==> src/rtl/vset_pkg.sv <==
// Shared types for the vset configuration unit: vtype layout, vsew/vlmul encodings,
// the vill-only reset vtype and the unit FSM states.
package vset_pkg;

  localparam int XLEN = 64;

  typedef enum logic [2:0] {
    VSEW_8     = 3'd0,
    VSEW_16    = 3'd1,
    VSEW_32    = 3'd2,
    VSEW_64    = 3'd3,
    VSEW_RSVD4 = 3'd4,
    VSEW_RSVD5 = 3'd5,
    VSEW_RSVD6 = 3'd6,
    VSEW_RSVD7 = 3'd7
  } vsew_e;

  typedef enum logic [2:0] {
    LMUL_1    = 3'd0,
    LMUL_2    = 3'd1,
    LMUL_4    = 3'd2,
    LMUL_8    = 3'd3,
    LMUL_RSVD = 3'd4,
    LMUL_F8   = 3'd5,
    LMUL_F4   = 3'd6,
    LMUL_F2   = 3'd7
  } vlmul_e;

  typedef struct packed {
    logic             vill;
    logic [XLEN-10:0] reserved;
    logic             vma;
    logic             vta;
    vsew_e            vsew;
    vlmul_e           vlmul;
  } vtype_t;

  localparam logic [XLEN-1:0] VILL_RESET = {1'b1, {(XLEN-1){1'b0}}};

  typedef enum logic [1:0] {
    S_IDLE,
    S_CALC,
    S_RESP,
    S_WAIT_CMT
  } state_e;

endpackage

==> src/rtl/vset_cfg_unit_if.sv <==
// Request/response bundle between issue logic and the vset configuration unit.
// Signal suffixes are from the unit's point of view.
interface vset_cfg_unit_if #(
  parameter int TRANS_ID_BITS = 3
);
  import vset_pkg::*;

  logic                     req_valid_i;
  logic                     req_ready_o;
  logic [XLEN-1:0]          req_avl_i;
  logic [XLEN-1:0]          req_vtype_i;
  logic                     req_rs1_x0_i;
  logic                     req_rd_x0_i;
  logic [TRANS_ID_BITS-1:0] req_trans_id_i;

  logic                     res_valid_o;
  logic                     res_ready_i;
  logic [XLEN-1:0]          res_data_o;
  logic [TRANS_ID_BITS-1:0] res_trans_id_o;
  logic                     res_ex_valid_o;

  modport master (
    output req_valid_i, req_avl_i, req_vtype_i, req_rs1_x0_i, req_rd_x0_i, req_trans_id_i,
    output res_ready_i,
    input  req_ready_o, res_valid_o, res_data_o, res_trans_id_o, res_ex_valid_o
  );

  modport slave (
    input  req_valid_i, req_avl_i, req_vtype_i, req_rs1_x0_i, req_rd_x0_i, req_trans_id_i,
    input  res_ready_i,
    output req_ready_o, res_valid_o, res_data_o, res_trans_id_o, res_ex_valid_o
  );

endinterface

==> src/rtl/vset_vlmax_calc.sv <==
// Combinational VLMAX and vtype legality from a requested vtype.
// Shift-only: VLMAX = (VLEN/SEW) scaled by LMUL.
module vset_vlmax_calc
  import vset_pkg::*;
#(
  parameter int VLEN = 64,
  parameter int ELEN = 64
) (
  input  vtype_t          vtype_i,
  output logic [XLEN-1:0] vlmax_o,
  output logic            illegal_o
);

  logic [2:0]      vsew;
  logic [2:0]      vlmul;
  logic            frac;
  logic [XLEN-1:0] sew;
  logic [XLEN-1:0] per_reg;
  logic [XLEN-1:0] frac_sew;
  logic            unused_fields;

  assign vsew          = vtype_i.vsew;
  assign vlmul         = vtype_i.vlmul;
  assign frac          = vlmul[2];
  assign unused_fields = ^{vtype_i.vill, vtype_i.vma, vtype_i.vta};

  always_comb begin
    sew      = XLEN'(8) << vsew;
    per_reg  = XLEN'(VLEN) >> ({1'b0, vsew} + 4'd3);
    // SEW scaled up by the fractional divisor must still fit within ELEN
    frac_sew = sew << (4'd8 - {1'b0, vlmul});
    if (!frac) begin
      vlmax_o = per_reg << vlmul[1:0];
    end else begin
      vlmax_o = per_reg >> (4'd8 - {1'b0, vlmul});
    end
    illegal_o = (|vtype_i.reserved)
             || vsew[2]
             || (sew > XLEN'(ELEN))
             || (vlmul == 3'd4)
             || (frac && (frac_sew > XLEN'(ELEN)))
             || (vlmax_o == '0);
  end

endmodule

==> src/rtl/vset_cfg_unit.sv <==
// vsetvli/vsetivli/vsetvl execution unit: one outstanding instruction, result written
// back speculatively, architectural vl/vtype updated on commit.
// Optional: define VSET_CFG_ILLEGAL_TRAP_EN to trap illegal vtype instead of setting vill.
module vset_cfg_unit
  import vset_pkg::*;
#(
  parameter int VLEN          = 64,
  parameter int ELEN          = 64,
  parameter int TRANS_ID_BITS = 3
) (
  input  logic            clk_i,
  input  logic            rst_i,
  input  logic            flush_i,
  vset_cfg_unit_if.slave  bus,
  input  logic            commit_i,
  output logic [XLEN-1:0] vl_o,
  output logic [XLEN-1:0] vtype_o
);

  state_e                   state_q, state_d;
  logic [XLEN-1:0]          avl_q, avl_d;
  logic [XLEN-1:0]          vtype_req_q, vtype_req_d;
  logic                     rs1_x0_q, rs1_x0_d;
  logic                     rd_x0_q, rd_x0_d;
  logic [TRANS_ID_BITS-1:0] tid_q, tid_d;
  logic                     res_valid_q, res_valid_d;
  logic [XLEN-1:0]          res_data_q, res_data_d;
  logic [TRANS_ID_BITS-1:0] res_tid_q, res_tid_d;
  logic [XLEN-1:0]          pend_vl_q, pend_vl_d;
  logic [XLEN-1:0]          pend_vtype_q, pend_vtype_d;
  logic [XLEN-1:0]          vl_q, vl_d;
  logic [XLEN-1:0]          vtype_q, vtype_d;
`ifdef VSET_CFG_ILLEGAL_TRAP_EN
  logic                     res_ex_q, res_ex_d;
`endif

  logic [XLEN-1:0] vlmax;
  logic            vtype_illegal;
  logic [XLEN-1:0] sel_vl;
  logic            calc_illegal;
  logic [XLEN-1:0] calc_vl;
  logic [XLEN-1:0] calc_vtype;

  vset_vlmax_calc #(
    .VLEN (VLEN),
    .ELEN (ELEN)
  ) u_vlmax_calc (
    .vtype_i   (vtype_t'(vtype_req_q)),
    .vlmax_o   (vlmax),
    .illegal_o (vtype_illegal)
  );

  // Keeping vl with rs1=rd=x0 reads the architectural vl, which is current since
  // only one vset can be in flight.
  always_comb begin
    // NOTE: every always_comb output gets a default first so no path infers a latch.
    calc_illegal = vtype_illegal;
    sel_vl       = vlmax;
    if (!rs1_x0_q) begin
      sel_vl = (avl_q < vlmax) ? avl_q : vlmax;
    end else if (rd_x0_q) begin
      sel_vl = vl_q;
      if (vl_q > vlmax) calc_illegal = 1'b1;
    end
    calc_vl    = calc_illegal ? '0 : sel_vl;
    calc_vtype = calc_illegal ? VILL_RESET : {1'b0, vtype_req_q[XLEN-2:0]};
  end

  always_comb begin
    state_d      = state_q;
    avl_d        = avl_q;
    vtype_req_d  = vtype_req_q;
    rs1_x0_d     = rs1_x0_q;
    rd_x0_d      = rd_x0_q;
    tid_d        = tid_q;
    res_valid_d  = res_valid_q;
    res_data_d   = res_data_q;
    res_tid_d    = res_tid_q;
    pend_vl_d    = pend_vl_q;
    pend_vtype_d = pend_vtype_q;
    vl_d         = vl_q;
    vtype_d      = vtype_q;
`ifdef VSET_CFG_ILLEGAL_TRAP_EN
    res_ex_d     = res_ex_q;
`endif
    unique case (state_q)
      S_IDLE: begin
        if (bus.req_valid_i) begin
          avl_d       = bus.req_avl_i;
          vtype_req_d = bus.req_vtype_i;
          rs1_x0_d    = bus.req_rs1_x0_i;
          rd_x0_d     = bus.req_rd_x0_i;
          tid_d       = bus.req_trans_id_i;
          state_d     = S_CALC;
        end
      end
      S_CALC: begin
        if (flush_i) begin
          state_d = S_IDLE;
        end else begin
          res_valid_d  = 1'b1;
          res_data_d   = calc_vl;
          res_tid_d    = tid_q;
          pend_vl_d    = calc_vl;
          pend_vtype_d = calc_vtype;
`ifdef VSET_CFG_ILLEGAL_TRAP_EN
          res_ex_d     = calc_illegal;
`endif
          state_d      = S_RESP;
        end
      end
      S_RESP: begin
        if (flush_i) begin
          res_valid_d = 1'b0;
`ifdef VSET_CFG_ILLEGAL_TRAP_EN
          res_ex_d    = 1'b0;
`endif
          state_d     = S_IDLE;
        end else if (bus.res_ready_i) begin
          res_valid_d = 1'b0;
`ifdef VSET_CFG_ILLEGAL_TRAP_EN
          res_ex_d    = 1'b0;
          state_d     = res_ex_q ? S_IDLE : S_WAIT_CMT;
`else
          state_d     = S_WAIT_CMT;
`endif
        end
      end
      S_WAIT_CMT: begin
        // Commit wins over a simultaneous flush: the instruction is already retiring.
        if (commit_i) begin
          vl_d    = pend_vl_q;
          vtype_d = pend_vtype_q;
          state_d = S_IDLE;
        end else if (flush_i) begin
          state_d = S_IDLE;
        end
      end
      default: state_d = S_IDLE;
    endcase
  end

  always_ff @(posedge clk_i) begin
    if (rst_i) begin
      // NOTE: sequential state uses non-blocking assignment so every flop samples pre-edge values.
      state_q      <= S_IDLE;
      avl_q        <= '0;
      vtype_req_q  <= '0;
      rs1_x0_q     <= 1'b0;
      rd_x0_q      <= 1'b0;
      tid_q        <= '0;
      res_valid_q  <= 1'b0;
      res_data_q   <= '0;
      res_tid_q    <= '0;
      pend_vl_q    <= '0;
      pend_vtype_q <= VILL_RESET;
      vl_q         <= '0;
      vtype_q      <= VILL_RESET;
`ifdef VSET_CFG_ILLEGAL_TRAP_EN
      res_ex_q     <= 1'b0;
`endif
    end else begin
      state_q      <= state_d;
      avl_q        <= avl_d;
      vtype_req_q  <= vtype_req_d;
      rs1_x0_q     <= rs1_x0_d;
      rd_x0_q      <= rd_x0_d;
      tid_q        <= tid_d;
      res_valid_q  <= res_valid_d;
      res_data_q   <= res_data_d;
      res_tid_q    <= res_tid_d;
      pend_vl_q    <= pend_vl_d;
      pend_vtype_q <= pend_vtype_d;
      vl_q         <= vl_d;
      vtype_q      <= vtype_d;
`ifdef VSET_CFG_ILLEGAL_TRAP_EN
      res_ex_q     <= res_ex_d;
`endif
    end
  end

  assign bus.req_ready_o    = (state_q == S_IDLE) && !rst_i;
  assign bus.res_valid_o    = res_valid_q;
  assign bus.res_data_o     = res_data_q;
  assign bus.res_trans_id_o = res_tid_q;
`ifdef VSET_CFG_ILLEGAL_TRAP_EN
  assign bus.res_ex_valid_o = res_ex_q;
`else
  assign bus.res_ex_valid_o = 1'b0;
`endif
  assign vl_o               = vl_q;
  assign vtype_o            = vtype_q;

endmodule

==> src/flat_wrapper.sv <==
// flat-port wrapper written by rule: the top's interface ports become plain ports
module vset_cfg_unit_flat import vset_pkg::*;
#(
  parameter int VLEN          = 64,
  parameter int ELEN          = 64,
  parameter int TRANS_ID_BITS = 3
)
  (clk_i, rst_i, flush_i, commit_i, vl_o, vtype_o, bus_req_valid_i, bus_req_avl_i, bus_req_vtype_i, bus_req_rs1_x0_i, bus_req_rd_x0_i, bus_req_trans_id_i, bus_res_ready_i, bus_req_ready_o, bus_res_valid_o, bus_res_data_o, bus_res_trans_id_o, bus_res_ex_valid_o);
  vset_cfg_unit_if #(.TRANS_ID_BITS(TRANS_ID_BITS)) bus_i ();
  input  logic clk_i;
  input  logic rst_i;
  input  logic flush_i;
  input  logic commit_i;
  output logic [XLEN-1:0] vl_o;
  output logic [XLEN-1:0] vtype_o;
  input wire logic [$bits(bus_i.req_valid_i)-1:0] bus_req_valid_i;
  input wire logic [$bits(bus_i.req_avl_i)-1:0] bus_req_avl_i;
  input wire logic [$bits(bus_i.req_vtype_i)-1:0] bus_req_vtype_i;
  input wire logic [$bits(bus_i.req_rs1_x0_i)-1:0] bus_req_rs1_x0_i;
  input wire logic [$bits(bus_i.req_rd_x0_i)-1:0] bus_req_rd_x0_i;
  input wire logic [$bits(bus_i.req_trans_id_i)-1:0] bus_req_trans_id_i;
  input wire logic [$bits(bus_i.res_ready_i)-1:0] bus_res_ready_i;
  output wire logic [$bits(bus_i.req_ready_o)-1:0] bus_req_ready_o;
  output wire logic [$bits(bus_i.res_valid_o)-1:0] bus_res_valid_o;
  output wire logic [$bits(bus_i.res_data_o)-1:0] bus_res_data_o;
  output wire logic [$bits(bus_i.res_trans_id_o)-1:0] bus_res_trans_id_o;
  output wire logic [$bits(bus_i.res_ex_valid_o)-1:0] bus_res_ex_valid_o;
  assign bus_i.req_valid_i = bus_req_valid_i;
  assign bus_i.req_avl_i = bus_req_avl_i;
  assign bus_i.req_vtype_i = bus_req_vtype_i;
  assign bus_i.req_rs1_x0_i = bus_req_rs1_x0_i;
  assign bus_i.req_rd_x0_i = bus_req_rd_x0_i;
  assign bus_i.req_trans_id_i = bus_req_trans_id_i;
  assign bus_i.res_ready_i = bus_res_ready_i;
  assign bus_req_ready_o = bus_i.req_ready_o;
  assign bus_res_valid_o = bus_i.res_valid_o;
  assign bus_res_data_o = bus_i.res_data_o;
  assign bus_res_trans_id_o = bus_i.res_trans_id_o;
  assign bus_res_ex_valid_o = bus_i.res_ex_valid_o;
  vset_cfg_unit #(.VLEN(VLEN), .ELEN(ELEN), .TRANS_ID_BITS(TRANS_ID_BITS)) u_core (.clk_i(clk_i), .rst_i(rst_i), .flush_i(flush_i), .bus(bus_i), .commit_i(commit_i), .vl_o(vl_o), .vtype_o(vtype_o));
endmodule
==> config.mk <==
export PLATFORM = sky130hd
export DESIGN_NAME = vset_cfg_unit_flat
export DESIGN_NICKNAME = d
export VERILOG_FILES = /design/src/rtl/vset_pkg.sv /design/src/rtl/vset_cfg_unit_if.sv /design/src/rtl/vset_vlmax_calc.sv /design/src/rtl/vset_cfg_unit.sv /design/src/flat_wrapper.sv
export SDC_FILE = /design/constraint.sdc
export NUM_CORES = 1
export LEC_CHECK = 0
export ABC_AREA = 1
export CORE_AREA = 2 2 192 194
export CTS_BUF_LIST = sky130_fd_sc_hd__clkbuf_2
export CTS_CLUSTER_DIAMETER = 200
export CTS_CLUSTER_SIZE = 25
export DETAILED_ROUTE_END_ITERATION = 6
export DIE_AREA = 0 0 194 196
export PLACE_DENSITY = 0.66
export SLEW_MARGIN = 10
export SYNTH_ARGS = -nofsm -noshare
export SYNTH_HDL_FRONTEND = slang
export SYNTH_SLANG_ARGS = --single-unit
==> constraint.sdc <==
create_clock -name clk_i -period 4.6 [get_ports clk_i]
set_clock_uncertainty 0.1 [all_clocks]
set_input_delay 0.92 -clock clk_i [delete_from_list [all_inputs] [get_ports clk_i]]
set_output_delay 0.92 -clock clk_i [all_outputs]
set_load 0.005 [all_outputs]
==> results of run 1 <==
final cells by class:
cell class	instances	area, sq um	area share
repair buffers	346	3440	0.192
clock inverters	1	8.76	0.000489
diodes	5	12.5	0.000698
well taps	468	586	0.0327
flip-flops and latches	394	7890	0.440
inverters	83	327	0.0182
clock buffers	19	95.1	0.00531
multi-input cells	1229	5570	0.310
placed cells by master, fill, tap and decap left out, types with 2 or more instances in the layout:
master and n:
inv_4 4, buf_4 12, o221ai_1 3, nand2_1 176, nor2_1 568, clkdlybuf4s50_1 333
ha_1 9, a21oi_1 58, nor3_2 3, nand4_1 21, nand2_2 9, inv_1 74
nand3b_1 3, nand3_2 5, a211oi_1 2, nand3_1 29, nor2_2 9, mux2i_1 3
nor4_1 33, diode_2 5, nor3_1 7, or4_1 2, inv_2 3, nand2_4 4
clkbuf_2 19, o21ai_0 268, dfxtp_1 394, a21boi_0 2
metal layers:
layer  routed length, um  part of all wire  global-route usage  up-vias
met3                2330             0.061              0.0344       54
li1                    -                 -                   -     6355
met1               17100              0.45               0.251     5939
met4                 928             0.025              0.0575        2
met5                  13           0.00034                   0        -
met2               17400              0.46               0.321      313
final timing paths:
kind,startpoint,endpoint,slack [ps],cells past startpoint
min reg2reg,u_core.pend_vtype_q[55],u_core.vtype_o[55],320,2
max,u_core.state_q[1],bus_req_ready_o,1290,4
min,rst_i,u_core.pend_vtype_q[54],310,2
max reg2reg,u_core.vtype_req_q[3],u_core.pend_vl_q[1],1490,15
cells by family (layout without fill, tap and decap cells):
| kind of cell | count (synthesis) | in the layout | share of synthesized area |
|---|---|---|---|
| AOI/OAI and AO/OA | 342 | 342 | 0.124 |
| adders and majority gates | 9 | 9 | 0.00793 |
| buffers and inverters | 198 | 449 | 0.0533 |
| DFF | 394 | 394 | 0.556 |
| muxes | 3 | 3 | 0.00212 |
| other | 1 | 6 | 0.000264 |
| and+or+nand+nor | 874 | 874 | 0.257 |
cell usage after synthesis, drive strengths merged:
cell type	number	area [sq um]
buf	6	33.8
o22ai	1	6.26
dfxtp	394	7890
clkinv	1	3.75
nand3b	3	22.5
o2111ai	1	8.76
a22oi	1	7.51
a21o	1	7.51
nand4	21	131
mux2i	3	30.0
a21boi	3	26.3
o21a	1	7.51
nor4	34	228
ha	9	113
or4	2	15.0
nand2	190	782
clkbuf	109	409
o221ai	3	26.3
a21oi	58	290
or3	1	6.26
a221oi	1	8.76
nor3	10	55.1
nor2	578	2190
nand3	35	213
a31oi	1	6.26
a211oi	2	15.0
inv	82	310
o21ai	269	1350
conb	1	3.75
through the flow:
stage	hold WS, ps	cell area, sq um
global route	205	17900
finish	312	17900
CTS	203	17900
detailed placement	329	17800
floorplan	319	14200
global placement	326	17800
power groups by stage:
stage          Clock (W)  Sequential [W]  Combinational, W
2_1_floorplan          0         0.00379          0.000685
3_3_place_gp           0         0.00381           0.00107
3_5_place_dp           0         0.00382           0.00108
4_1_cts          0.00115         0.00378           0.00109
5_1_grt          0.00127         0.00381           0.00121
6_report         0.00108         0.00378           0.00108
worst max-delay path: cells and delay by family, from the launching register on:
kind / cells / cell delay, ps
buf+inv: 2 / 710
simple gates: 2 / 240
flops: 1 / 430
flip-flops by register name, summed over array words and instances, names as in the netlist, 3 cells and up:
name	flops
u_core.avl_q	64
u_core.pend_vl_q	64
u_core.pend_vtype_q	64
u_core.vl_o	64
u_core.vtype_o	64
u_core.vtype_req_q	63
u_core.bus.res_trans_id_o	3
u_core.tid_q	3
==> out/qor.yml, run 1 <==
outcome:
  status: "finished clean"
setup_path:
  worstPathArrival_ps: 2290
  crit_path_end_kind: "primary output"
  slowest_delay_ps: 610
  critPathLaunchType: "register"
  path_max_fanout: 4
  worstPathCellList: "nor2_1, inv_1, nor2_1, clkdlybuf4s50_1"
  cp.required_ps: 3580
  cp_slowest_cell: "clkdlybuf4s50_1"
  worstSetupPathType: "register to primary output"
  critical_path.most_common_cell: "nor2_1"
timing:
  slew-limit-headroom: 0.237
  min_period_ps: 3310
  slew_viol_final: 0
  setup_violations: 0
  worstMarginPinSlew_ps: 1150
  fmax_mhz: 302
  timing.setup.tns_ps: 0
  setup_ws_ps: 1290
  hold_viol_final: 0
  rsz0062_at_grt: "no"
  fin_crit_sh: 0.720
logic_synthesis:
  seq_area_frac_synth: 0.556
  yosys_warnings: 0
  syn_area_per_cell_sq_um: 7.79
  ys_types: 42
  syn_nets: 1969
  ys_ff_latch: 394
  postSynthCellCount: 1821
  syn_area_sq_um: 14200
detailed_routing:
  routedWlPerCell_um: 14.9
  firstDrtPassIters: 5
  drt_wl_total_um: 37900
  drtAntennaViolNets: 0
  vias_per_cell: 4.98
  drt_iter0_markers: 719
  vias: 12700
  drc_errors: 0
layout:
  fin_util: 0.497
  nFillCells: 3559
  final_nets: 2221
  instances_no_fill: 2545
  syn_to_final_growth_pct: 26.3
  drive_above_1_share: 0.0367
die:
  start_util: 0.393
  die_width_um: 194
  fp.dieArea_sq_um: 38000
  die_h_um: 196
  rows: 70
  boundaryPins: 337
  core-area_sq_um: 36100
placed_design:
  place_congestion: 0.859
  hpwl_um: 25600
  portBuffers: 334
  dp_cells: 2520
  dp_slack_ps: 1300
global_routing:
  grt_pass1_vias: 12000
  grt_overflow_total: 0
  grt_max_degree: 145
  antenna_found_initial: 5
  grt_pass1_wl_um: 61000
  grtUsageTotal: 0.191
power:
  power_leakage_nw: 7.30
  p_sw_frac: 0.292
  p_seq_frac: 0.636
  clkPwrFrac: 0.182
  p_total_w: 0.00594
  p_int_w: 0.00421
  p_switching_w: 0.00173
  powerDensity_nw_per_um2: 331
  irDropWorstVdd_mv: 0.220
  pwr-share-comb: 0.181
cts:
  root_buffer: "clkbuf_2"
  tritoncts: "built"
  cts-buffers-inserted: 19
  clk_pin_slew_worst_paths_ps: 440
  cts_resized: 0
  htree_levels: 1
  insertion_delay_ps: 960
  post_cts.repair.setup_buffers: 0
  clk_path_buf_depth: 3
  cts_hold_buf: 0
  cts.sinks: 394
flow_run:
  maxCapViolCount: 0
min_path:
  hp-class: "input port to register"
Note: power is estimated with default switching activity, not from simulation.
==> run 2: changes to the inputs <==
- PLACE_DENSITY: 0.66 -> 0.68
- clock period: 4.6 -> 2.7 ns (I/O delays scaled with it)
==> run 2 against run 1 <==
Effect of this change: sequential power up 70%; power increased by 78%; via count grew 6.0%; critical endpoint is now u_core.pend_vtype_q[4].
==> out/qor.yml, run 2 (synthesis results as in run 1) <==
global_routing:
  grtUsageTotal: 0.209
  grt_overflow_total: 0
  grt_pass1_vias: 13000
  antenna_found_initial: 6
  grt_max_degree: 123
  grt_pass1_wl_um: 66100
setup_path:
  r2r_slack_ps: 110
  cp.required_ps: 3490
  worstPathCellList: "nor2_4, nand3_2, buf_4, nor3_4, a31oi_4, ha_2, a21o_1, a211oi_2, nor2_1, nor3_1, nand2_1, nand2_2, nand2_4, nand2_8, nand2_8, nor2_4"
  critPathLaunchType: "register"
  cp_slowest_cell: "dfxtp_2"
  path_buf_inv: 1
  worstPathArrival_ps: 3380
  path_max_fanout: 5
  slowest_delay_ps: 440
  crit_path_end_kind: "register"
  cp_top_family: "simple AND/OR/NAND/NOR gates"
  worstSetupPathType: "register to register"
timing:
  min_period_ps: 2590
  setup_violations: 0
  worstMarginPinSlew_ps: 719
  timing.setup.tns_ps: 0
  holdWs_ps: 120
  slew_viol_final: 0
  rsz0062_at_grt: "yes"
  fmax_mhz: 386
  slew-limit-headroom: 0.521
  hold_viol_final: 0
  fin_crit_sh: 0.960
power:
  powerDensity_nw_per_um2: 530
  irDropWorstVdd_mv: 0.384
  p_sw_frac: 0.297
  p_seq_frac: 0.609
  pwr-share-comb: 0.214
  power_leakage_nw: 8.28
  clkPwrFrac: 0.177
  p_int_w: 0.00742
  p_switching_w: 0.00314
detailed_routing:
  vias: 13400
  drc_errors: 0
  firstDrtPassIters: 5
  routedWlPerCell_um: 15.5
  drt_wl_total_um: 42000
  drtAntennaViolNets: 0
  vias_per_cell: 4.95
  drt_iter0_markers: 791
die:
  fp.dieArea_sq_um: 38000
  start_util: 0.393
  rows: 70
  die_width_um: 194
  die_h_um: 196
  core-area_sq_um: 36100
  boundaryPins: 337
cts:
  root_buffer: "clkbuf_2"
  clk_path_buf_depth: 3
  cts-buffers-inserted: 19
  insertion_delay_ps: 930
  htree_levels: 1
  tritoncts: "built"
  cts.sinks: 394
  clk_pin_slew_worst_paths_ps: 470
layout:
  instances_no_fill: 2710
  nFillCells: 3357
  fin_util: 0.552
  mostFrequentLayoutCells: "nor2_1, dfxtp_1, clkdlybuf4s50_1, o21ai_0, nand2_1"
  final_common_cell: "nor2_1"
  syn_to_final_growth_pct: 40.4
  final_nets: 2385
  drive_above_1_share: 0.0970
min_path:
  hp-class: "input port to register"
placed_design:
  hpwl_um: 26900
  portBuffers: 334
  place_congestion: 0.863
  dp_cells: 2541
outcome:
  status: "finished clean"
flow_run:
  maxCapViolCount: 0
-- run 2: final timing paths --
path	startpoint	endpoint	cells after the start
min reg2reg	u_core.pend_vtype_q[39]	u_core.pend_vtype_q[39]	2
min	bus_req_rs1_x0_i	u_core.rs1_x0_q	3
max	u_core.vtype_req_q[3]	u_core.pend_vtype_q[4]	16
max reg2reg	u_core.vtype_req_q[3]	u_core.pend_vtype_q[4]	16
-- run 2: through the flow --
stage               cell area, sq um  setup slack, ps  total power [W]
finish                         19900              109           0.0106
global route                   19900            -60.3           0.0111
CTS                            19500           0.0986           0.0105
detailed placement             18100            -40.9          0.00845
global placement               18100             10.5          0.00841
floorplan                      14200              277          0.00763
-- run 2: tightest hold or removal path, stage by stage --
cell and delay [ps]:
clkdlybuf4s50_1 390, o21ai_0 210, a21oi_1 60
-- run 2: what timing repair did --
item | 4_1_cts | 5_1_grt
resized for setup | 57 | 94
hold buffers | 123 | 0
buffers inserted | 10 | 9
pin swaps | 0 | 17
hold endpoints to repair | 175 | 0
endpoints found under the setup margin | 47 | 49
cloned | 0 | 1
-- run 2: area by class of cell --
cell class	instances	area, sq um	share of cell area
sequential	394	7980	0.401
multi-input combinational	1230	5830	0.292
timing repair buffer	509	5080	0.255
tap	468	586	0.0294
inverter	83	337	0.0169
clock buffer	19	95.1	0.00477
antenna	6	15.0	0.000753
clock inverter	1	8.76	0.000439
-- run 2: layer usage --
metal / global-route usage / part of all wire / up-vias
li1: - / - / 6666
met1: 0.265 / 0.44 / 6296
met2: 0.361 / 0.48 / 382
met3: 0.0339 / 0.051 / 80
met4: 0.0741 / 0.033 / 0
met5: 0 / 0 / -
-- run 2: power by group through the flow --
stage | Clock [W] | Combinational, W | Sequential (W)
after floorplan | 0 | 0.00117 | 0.00646
after global placement | 0 | 0.00192 | 0.00649
after detailed placement | 0 | 0.00195 | 0.00650
after CTS | 0.00197 | 0.00211 | 0.00642
after global routing | 0.00215 | 0.00250 | 0.00649
final | 0.00187 | 0.00226 | 0.00644
